$ cat src/rtl/band_mixer.sv
// Multi-band sample mixer. It captures per-band samples and, once every band
// has one pending, does a gain-weighted sequential MAC and saturates to 16 bits.

module band_lane (
  input  logic        clk,
  input  logic        rst_n,
  input  logic [15:0] data,
  input  logic        valid,
  input  logic [7:0]  gain,
  input  logic        load,
  output logic        pending,
  output logic        ovr,
  output logic [15:0] wsample,
  output logic [7:0]  wgain
);
  logic [15:0] sample;

  always_ff @(posedge clk or negedge rst_n) begin
    if (!rst_n) begin
      sample  <= '0;
      pending <= 1'b0;
      wsample <= '0;
      wgain   <= '0;
    end else begin
      if (valid) sample <= data;
      // A fresh strobe on the load edge keeps the band pending for the next mix.
      if (valid)     pending <= 1'b1;
      else if (load) pending <= 1'b0;
      if (load) begin
        wsample <= sample;
        wgain   <= gain;
      end
    end
  end

  // On the load edge the old sample is consumed, so it is not an overrun.
  assign ovr = valid & pending & ~load;
endmodule

module band_mixer #(
  parameter int NUM_BANDS = 8,
  parameter int IDX_W     = $clog2(NUM_BANDS)
) (
  input  logic                   clk,
  input  logic                   rst_n,
  input  logic [NUM_BANDS*16-1:0] band_data,
  input  logic [NUM_BANDS-1:0]    band_valid,
  input  logic [NUM_BANDS*8-1:0]  band_gain,
  output logic signed [15:0]      mix_out,
  output logic                    mix_valid,
  output logic                    overrun
);
  localparam int ACC_W = 25 + $clog2(NUM_BANDS) + 1;
  localparam logic signed [ACC_W-1:0] SAT_MAX = ACC_W'(32767);
  localparam logic signed [ACC_W-1:0] SAT_MIN = -ACC_W'(32768);

  typedef enum logic [1:0] {IDLE, MAC, OUT} state_t;

  state_t state, state_nxt;
  logic [NUM_BANDS-1:0]        pending, ovr;
  logic [NUM_BANDS-1:0][15:0]  wsample;
  logic [NUM_BANDS-1:0][7:0]   wgain;
  logic [IDX_W-1:0]            idx;
  logic signed [ACC_W-1:0]     acc, shifted;
  logic signed [24:0]          s_ext, g_ext, prod;
  logic signed [15:0]          sat;
  logic                        load;

  assign load = (state == IDLE) && (&pending);

  for (genvar k = 0; k < NUM_BANDS; k++) begin : g_lane
    band_lane u_lane (
      .clk     (clk),
      .rst_n   (rst_n),
      .data    (band_data[16*k +: 16]),
      .valid   (band_valid[k]),
      .gain    (band_gain[8*k +: 8]),
      .load    (load),
      .pending (pending[k]),
      .ovr     (ovr[k]),
      .wsample (wsample[k]),
      .wgain   (wgain[k])
    );
  end

  assign s_ext   = {{9{wsample[idx][15]}}, wsample[idx]};
  assign g_ext   = {17'b0, wgain[idx]};
  assign prod    = s_ext * g_ext;
  assign shifted = acc >>> 7;

  always_comb begin
    sat = shifted[15:0];
    if (shifted > SAT_MAX)      sat = 16'sh7fff;
    else if (shifted < SAT_MIN) sat = -16'sh8000;
  end

  always_comb begin
    state_nxt = state;
    case (state)
      IDLE:    if (load) state_nxt = MAC;
      MAC:     if (idx == IDX_W'(NUM_BANDS-1)) state_nxt = OUT;
      OUT:     state_nxt = IDLE;
      default: state_nxt = IDLE;
    endcase
  end

  always_ff @(posedge clk or negedge rst_n) begin
    if (!rst_n) state <= IDLE;
    else        state <= state_nxt;
  end

  always_ff @(posedge clk or negedge rst_n) begin
    if (!rst_n) begin
      acc       <= '0;
      idx       <= '0;
      mix_out   <= '0;
      mix_valid <= 1'b0;
      overrun   <= 1'b0;
    end else begin
      mix_valid <= 1'b0;
      overrun   <= overrun | (|ovr);
      case (state)
        IDLE: if (load) begin
          acc <= '0;
          idx <= '0;
        end
        MAC: begin
          acc <= acc + {{(ACC_W-25){prod[24]}}, prod};
          idx <= idx + 1'b1;
        end
        OUT: begin
          mix_out   <= sat;
          mix_valid <= 1'b1;
        end
        default: ;
      endcase
    end
  end
endmodule

$ cat config.mk
export PLATFORM = sky130hd
export DESIGN_NAME = band_mixer
export DESIGN_NICKNAME = d
export VERILOG_FILES = /design/src/rtl/band_mixer.sv
export SDC_FILE = /design/constraint.sdc
export NUM_CORES = 1
export LEC_CHECK = 0
export ABC_AREA = 1
export CAP_MARGIN = 5
export CORE_MARGIN = 10
export CORE_UTILIZATION = 25
export CTS_CLUSTER_SIZE = 16
export DETAILED_ROUTE_END_ITERATION = 6
export PLACE_DENSITY = 0.38
export SYNTH_ARGS = -nofsm -noshare
export SYNTH_HDL_FRONTEND = slang
export SYNTH_HIERARCHICAL = 1
export SYNTH_SLANG_ARGS = --single-unit
$ cat constraint.sdc
create_clock -name clk -period 14.39 [get_ports clk]
set_clock_uncertainty 0.15 [all_clocks]
set_input_delay 1.439 -clock clk [delete_from_list [all_inputs] [get_ports clk]]
set_output_delay 1.439 -clock clk [all_outputs]
set_load 0.01 [all_outputs]
==> impl_metrics.tcl, run 1 <==
set metrics [dict create \
    status "finished clean" \
    cp_slowest_cell "dfrtp_2" \
    maxCapViolCount 0 \
    crit_buf_inv 7 \
    fmax_ghz 0.1147 \
    crit_required_ns 14.71 \
    cts_resized 0 \
    yosysSeqAreaShare 0.4092 \
    cts_max_path_buffers 3 \
    finalSetupTns_ns 0 \
    cts_made_buffers 48 \
    area_growth_pct 18.88 \
    nets 3472 \
    clk_latency_ns 0.62 \
    syn-instance-count 2924 \
    die_w_um 324.9 \
    grt_overflow_total 0 \
    start_util 0.2528 \
    post_cts_buffers 0 \
    ys_ff_latch 380 \
    slew_headroom 0.3245 \
    grtUsageTotal 0.1515 \
    yosys_warnings 6 \
    final_common_cell "nand2_1" \
    layout_common_cells "nand2_1, dfrtp_1, nor2_1" \
    drive_gt1_frac 0.06240 \
    critPathMaxStageDelay_ns 0.79 \
    drv_slew 0 \
    finalWeightedCongestion 0.8443 \
    holdBufCountCts 0 \
    synth_area_per_cell_sq_um 7.948 \
    h-tree-depth 2 \
    holdWs_ns 0.3164 \
    n_antenna_cell 0 \
    grt_pass1_wl_um 125300 \
    portBuffers 219 \
    numClockSinks 380 \
    clk_pin_slew_worst_paths_ns 0.06 \
    path_common_cell "inv_1" \
    synth_flop_cell "dfrtp_1" \
    synth_nets 3309 \
    antenna_found_initial 0 \
    wl_um 81500 \
    hold_path_class "reg -> reg" \
    finalHoldViolations 0 \
    rsz0062_at_grt "false" \
    worstSetupStartpointType "flop" \
    finalCritPeriodShare 0.6058 \
    drt_drc_violations_left 0 \
    cpLargestDelayFamily "adder cells" \
    rows 111 \
    setup_viol 0 \
    synth_area_sq_um 23240 \
    wl_per_cell_um 18.66 \
    fp.dieH_um 324.9 \
    drtIter0Drc 1094 \
    path_max_fanout 60 \
    fillCellCount 10160 \
    dr.pass1.iters 5 \
    synth_cell_types 43 \
    worstMarginPinSlew_ns 1.013 \
    grt_pass1_vias 20440 \
    die-area_sq_um 105600 \
    hpwl_um 63320 \
    viasPerCell 4.382 \
    core_region_area_sq_um 91940 \
    setup.worst_path.end_class "flop" \
    synth_edf_count 0 \
    critical_path_class "reg -> reg" \
    grt_max_degree 132 \
    postRouteAntennaNets 0 \
    cp.arrival_ns 9.04 \
    synthArstFlopShare 1.000 \
    clock-root-buffer "clkbuf_16" \
    vias 19140 \
    io_pins 220 \
    cts_tree "yes" \
    finalCriticalPeriod_ns 8.717 \
]
## worst reg2reg max path, delay by kind of cell, from the launching register on
family | cells | cell delay [ns]
buf+inv | 7 | 1.25
xor+xnor | 1 | 0.12
compound gates | 5 | 1.44
flops | 1 | 0.79
fa+ha+maj | 6 | 2.83
simple gates | 13 | 2.01
## sequential cells by signal (all words and copies together), names as in the netlist
name	flops
acc	29
g_lane.u_lane/pending	8
g_lane.u_lane/sample	128
g_lane.u_lane/wgain	64
g_lane.u_lane/wsample	128
idx	3
mix_out	16
mix_valid	1
overrun	1
state	2
## cell type report
class | instances | area, sq um | share of cell area
Timing Repair Buffer | 229 | 2285 | 0.08270
Multi-Input combinational cell | 2142 | 11440 | 0.4142
Clock buffer | 67 | 1353 | 0.04896
Clock inverter | 21 | 300.3 | 0.01087
Inverter | 286 | 1179 | 0.04266
Tap cell | 1243 | 1555 | 0.05629
Sequential cell | 380 | 9512 | 0.3443
## synthesized netlist by cell type, types with 2 or more instances
cell | count | area (sq um)
a31oi_1 | 4 | 25.02
nand3_1 | 45 | 225.2
nand2_1 | 1241 | 4658
nand2_2 | 49 | 306.5
nor4_1 | 4 | 25.02
inv_2 | 12 | 45.04
dfrtp_1 | 380 | 9509
buf_12 | 8 | 160.2
o21bai_1 | 3 | 22.52
nor2_1 | 300 | 1126
o21ai_0 | 112 | 560.5
xor2_1 | 13 | 113.9
o32ai_1 | 48 | 420.4
a21oi_1 | 57 | 285.3
a31o_2 | 3 | 26.28
buf_1 | 3 | 11.26
buf_2 | 17 | 85.08
o22ai_1 | 2 | 12.51
a21boi_0 | 3 | 22.52
xnor2_1 | 10 | 87.58
buf_4 | 19 | 142.6
clkbuf_1 | 8 | 30.03
nand3b_1 | 3 | 22.52
inv_6 | 9 | 78.83
o21ai_1 | 3 | 15.01
o21ai_2 | 21 | 183.9
buf_6 | 59 | 664.4
fa_1 | 103 | 2062
nor3_1 | 15 | 75.07
nand4_1 | 12 | 75.07
inv_8 | 8 | 90.09
a21o_1 | 5 | 37.54
inv_1 | 256 | 960.9
ha_1 | 80 | 1001
## per-stage QoR
step	cells	setup slack [ns]	area (sq um)	util
finish	4368	5.673	27630	0.3005
global placement	4280	5.464	25970	0.2825
detailed placement	4280	5.537	25970	0.2825
floorplan	2924	8.074	23240	-
global route	4368	4.957	27630	0.3005
CTS	4368	5.503	27630	0.3005
## cell families (layout without fill, tap and decap cells)
family,count (synthesis),in the layout,synth area share
xor+xnor,23,23,0.008668
simple gates,1672,1672,0.2812
fa+ha+maj,183,183,0.1318
flops,380,380,0.4092
compound gates,264,264,0.07053
buf+inv,402,603,0.09863
## worst paths after layout
kind                                                 to  slack, ns  depth (start not counted)                    startpoint
max reg2reg                                     acc[25]       5.67                         32                        idx[0]
min in group asynchronous                   mix_out[14]       0.73                          1                         rst_n
max                                             acc[25]       5.67                         32                        idx[0]
min                        g_lane[2].u_lane/wsample[12]       0.32                          2  g_lane[2].u_lane/wsample[12]
min reg2reg                g_lane[2].u_lane/wsample[12]       0.32                          2  g_lane[2].u_lane/wsample[12]
max in group asynchronous   g_lane[6].u_lane/wsample[4]      11.04                          3                         rst_n
## metal layers
metal | global-route usage | vias to the layer above | wire length (um)
met2 | 0.2525 | 358 | 38370
li1 | - | 9398 | -
met5 | 0 | - | 0
met1 | 0.2000 | 9289 | 37630
met3 | 0.02344 | 94 | 3173
met4 | 0.04589 | 0 | 2331
Power of run 1 is not shown: default switching activity piles up to over one toggle a cycle in this logic, so the estimate is an artifact.
==> run 2, diff against run 1 <==
==> constraint.sdc (replaced) <==
create_clock -name clk -period 8.2 [get_ports clk]
set_clock_uncertainty 0.15 [all_clocks]
set_input_delay 0.82 -clock clk [delete_from_list [all_inputs] [get_ports clk]]
set_output_delay 0.82 -clock clk [all_outputs]
set_load 0.01 [all_outputs]
==> impl_metrics.tcl, run 2 (same netlist as run 1, synthesis figures left out) <==
set metrics [dict create \
    nets 3486 \
    clk_pin_slew_worst_paths_ns 0.05 \
    cp.arrival_ns 8.03 \
    drtIter0Drc 1067 \
    path_max_fanout 49 \
    fmax_ghz 0.1303 \
    slew_headroom 0.3872 \
    postRouteAntennaNets 0 \
    cts_made_buffers 48 \
    n_antenna_cell 0 \
    vias 19100 \
    finalCritPeriodShare 0.9357 \
    grt_overflow_total 0 \
    holdBufCountCts 0 \
    path_common_cell "nand2_1" \
    reg.largest.list "g_lane.u_lane/sample x128, g_lane.u_lane/wsample x128, g_lane.u_lane/wgain x64" \
    dp_cells 4286 \
    crit_required_ns 8.55 \
    worstMarginPinSlew_ns 0.9193 \
    wl_um 81500 \
    grt_max_degree 167 \
    fp.dieH_um 324.9 \
    die_w_um 324.9 \
    critical_path_class "reg -> reg" \
    status "finished clean" \
    setup.worst_path.end_class "flop" \
    grt_pass1_vias 20580 \
    cts_tree "yes" \
    fillCellCount 10010 \
    finalHoldViolations 0 \
    rows 111 \
    start_util 0.2528 \
    drv_slew 0 \
    viasPerCell 4.359 \
    final_common_cell "nand2_1" \
    finalWeightedCongestion 0.8541 \
    h-tree-depth 2 \
    holdWs_ns 0.1167 \
    maxCapViolCount 0 \
    io_pins 220 \
    critPathMaxStageDelay_ns 0.54 \
    drive_gt1_frac 0.06690 \
    hold_path_class "in -> async" \
    layout_common_cells "nand2_1, dfrtp_1, nor2_1" \
    instances_no_fill 4382 \
    die-area_sq_um 105600 \
    wl_per_cell_um 18.60 \
    clk_latency_ns 0.61 \
    finalSetupTns_ns 0 \
    area_growth_pct 19.63 \
    dr.pass1.iters 5 \
    numClockSinks 380 \
    cts_max_path_buffers 3 \
    portBuffers 219 \
    finalCriticalPeriod_ns 7.672 \
    cp_slowest_cell "fa_1" \
    worstSetupStartpointType "flop" \
    setup_viol 0 \
    antenna_found_initial 0 \
    grtUsageTotal 0.1518 \
    core_region_area_sq_um 91940 \
    grt_pass1_wl_um 125700 \
    clock-root-buffer "clkbuf_16" \
    hpwl_um 63740 \
    drt_drc_violations_left 0 \
]
==> run 2: critical path: cells and delay by family (launching register included) <==
kind,cells,cell delay [ns]
buffers and inverters,7,0.94
adder cells (fa/ha/maj),6,2.74
XOR/XNOR,1,0.30
AND/OR/NAND/NOR,9,0.91
flip-flops,1,0.45
AO/OA/AOI/OAI,9,2.06
==> run 2: per-stage QoR <==
step	worst slack, ns	util	instance area (sq um)
finish	0.5276	0.3024	27800
global route	-0.02706	0.3024	27800
CTS	0.008455	0.3013	27700
detailed placement	-0.05019	0.2836	26070
global placement	-0.01942	0.2836	26070
floorplan	1.884	-	23240
==> run 2: final timing paths <==
kind	from	end	slack (ns)	cells after the start
min reg2reg	g_lane[2].u_lane/wgain[5]	g_lane[2].u_lane/wgain[5]	0.32	2
min in group clk	g_lane[2].u_lane/wgain[5]	g_lane[2].u_lane/wgain[5]	0.32	2
max	idx[0]	acc[23]	0.53	32
min	rst_n	mix_out[14]	0.12	1
max in group asynchronous	rst_n	g_lane[5].u_lane/wgain[3]	5.81	3
max reg2reg	idx[0]	acc[23]	0.53	32
==> run 2: timing repair <==
| action | CTS | global route |
|---|---|---|
| resized for setup | 1 | 5 |
| cloned | 0 | 0 |
| setup endpoints to repair | 1 | 13 |
| pin swaps | 0 | 2 |
| setup buffers | 0 | 8 |
==> run 2: layout make-up <==
type                       count  area, sq um  area share
inverter                     286         1179     0.04239
clock inverter                17        234.0    0.008415
clock buffer                  71         1388     0.04991
multi-input combinational   2142        11470      0.4127
sequential                   380         9514      0.3422
timing repair buffer         243         2460     0.08847
tap                         1243         1555     0.05594
==> run 2: per-layer routing <==
layer / wire (um) / global-route usage / vias to the layer above / share of wire
met3: 3140 / 0.02356 / 103 / 0.039
met1: 38020 / 0.2028 / 9231 / 0.47
li1: - / - / 9421 / -
met2: 37970 / 0.2498 / 348 / 0.47
met4: 2364 / 0.04649 / 0 / 0.029
met5: 0 / 0 / - / 0
Power of run 2 is left out for the same reason.
==> run 3, diff against run 2 <==
--- a/config.mk
+++ b/config.mk
@@ -7,7 +7,6 @@
 export LEC_CHECK = 0
 export ABC_AREA = 1
 export CAP_MARGIN = 5
-export CORE_MARGIN = 10
 export CORE_UTILIZATION = 25
 export CTS_CLUSTER_SIZE = 16
 export DETAILED_ROUTE_END_ITERATION = 6
==> impl_metrics.tcl, run 3 (same netlist as run 1, synthesis figures left out) <==
set metrics [dict create \
    clk_latency_ns 0.62 \
    n_antenna_cell 0 \
    finalHoldViolations 0 \
    antenna_found_initial 1 \
    setup.worst_path.end_class "flop" \
    io_pins 220 \
    postRouteAntennaNets 0 \
    cts_max_path_buffers 3 \
    fmax_ghz 0.1285 \
    path_max_fanout 25 \
    h-tree-depth 2 \
    finalCritPeriodShare 0.9492 \
    drv_slew 0 \
    fin_util 0.3045 \
    endpoint "acc[28]" \
    r2r-start "idx[1]" \
    clock-root-buffer "clkbuf_16" \
    numClockSinks 380 \
    holdBufCountCts 0 \
    layout_common_cells "nand2_1, dfrtp_1, nor2_1" \
    wl_per_cell_um 18.03 \
    finalCriticalPeriod_ns 7.784 \
    rsz0062_at_grt "false" \
    cts_tree "yes" \
    cp_slowest_cell "dfrtp_4" \
    critPathMaxStageDelay_ns 0.61 \
    reg.largest.list "g_lane.u_lane/sample x128, g_lane.u_lane/wsample x128, g_lane.u_lane/wgain x64" \
    wl_um 79460 \
    maxCapViolCount 0 \
    path_common_cell "nand2_1" \
    drtIter0Drc 1335 \
    cp.arrival_ns 8.10 \
    vias 19220 \
    rows 111 \
    core_region_area_sq_um 91800 \
    viasPerCell 4.361 \
    postPlaceCellArea_sq_um 26330 \
    drive_gt1_frac 0.07459 \
    status "finished clean" \
    final_common_cell "nand2_1" \
    drt_drc_violations_left 0 \
    dr.pass1.iters 5 \
    hpwl_um 62610 \
    area_growth_pct 20.26 \
    worstSetupStartpointType "flop" \
    r2r_end "acc[28]" \
    grt_max_degree 151 \
    hold_path_class "in -> async" \
    die-area_sq_um 94180 \
    cts_made_buffers 46 \
    setup_viol 0 \
    grt_pass1_wl_um 122500 \
    worstMarginPinSlew_ns 1.006 \
    portBuffers 219 \
    reg2regPathDepth 29 \
    nets 3515 \
    grt_pass1_vias 20350 \
    finalWeightedCongestion 0.8655 \
    die_w_um 306.9 \
    start_util 0.2532 \
    grtUsageTotal 0.1696 \
    critical_path_class "reg -> reg" \
    fp.dieH_um 306.9 \
    worstSetupStartpoint "idx[1]" \
    design_area_sq_um 27950 \
    instances_no_fill 4407 \
    dp_cells 4322 \
    reg2reg_slack_ns 0.42 \
    crit_required_ns 8.51 \
    grt_overflow_total 0 \
    slew_headroom 0.3291 \
    clk_pin_slew_worst_paths_ns 0.06 \
]
==> run 3: per-layer routing <==
layer / up-vias / wire (um) / global-route usage
li1: 9478 / - / -
met1: 9260 / 36730 / 0.2276
met2: 392 / 37820 / 0.2846
met3: 87 / 2970 / 0.02261
met4: 0 / 1941 / 0.04686
met5: - / 0 / 0
==> run 3: metrics by stage <==
step	hold WS (ns)	TNS [ns]	worst slack, ns
floorplan	0.2866	0	1.884
global placement	0.3041	-0.04507	-0.04507
detailed placement	0.3088	-0.008907	-0.008907
CTS	0.09226	0	0.01187
global route	0.1245	0	0.002458
finish	0.09639	0	0.4162
==> run 3: worst min path at each step <==
stage	from	to	slack (ns)
floorplan	g_lane[2].u_lane/wgain[0]	g_lane[2].u_lane/wgain[0]	0.29
global placement	g_lane[6].u_lane/wsample[14]	g_lane[6].u_lane/wsample[14]	0.30
detailed placement	g_lane[5].u_lane/wsample[5]	g_lane[5].u_lane/wsample[5]	0.31
CTS	rst_n	mix_out[0]	0.09
global route	rst_n	mix_out[0]	0.12
finish	rst_n	mix_out[0]	0.1
==> run 3: cell type report <==
cell class / count / area (sq um)
Fill cell: 10090 / 63850
Multi-Input combinational cell: 2142 / 11470
Sequential cell: 380 / 9514
Timing Repair Buffer: 274 / 2664
Tap cell: 1243 / 1555
Clock buffer: 65 / 1292
Inverter: 286 / 1186
Clock inverter: 17 / 266.5
==> run 3: what timing repair did <==
item                                    CTS  global route
gates resized for setup                   1             8
pin swaps                                 0             1
endpoints found under the setup margin    1            12
cloned                                    0             0
buffers inserted                          0             3
==> run 3: worst max-delay path: cells and delay by family, from the launching register on <==
kind / cells / cell delay [ns]
XOR/XNOR: 1 / 0.33
AND/OR/NAND/NOR: 8 / 0.97
AO/OA/AOI/OAI: 8 / 2.08
flip-flops: 1 / 0.61
adder cells (fa/ha/maj): 6 / 2.83
buffers and inverters: 6 / 0.67
Power of run 3 is left out for the same reason.
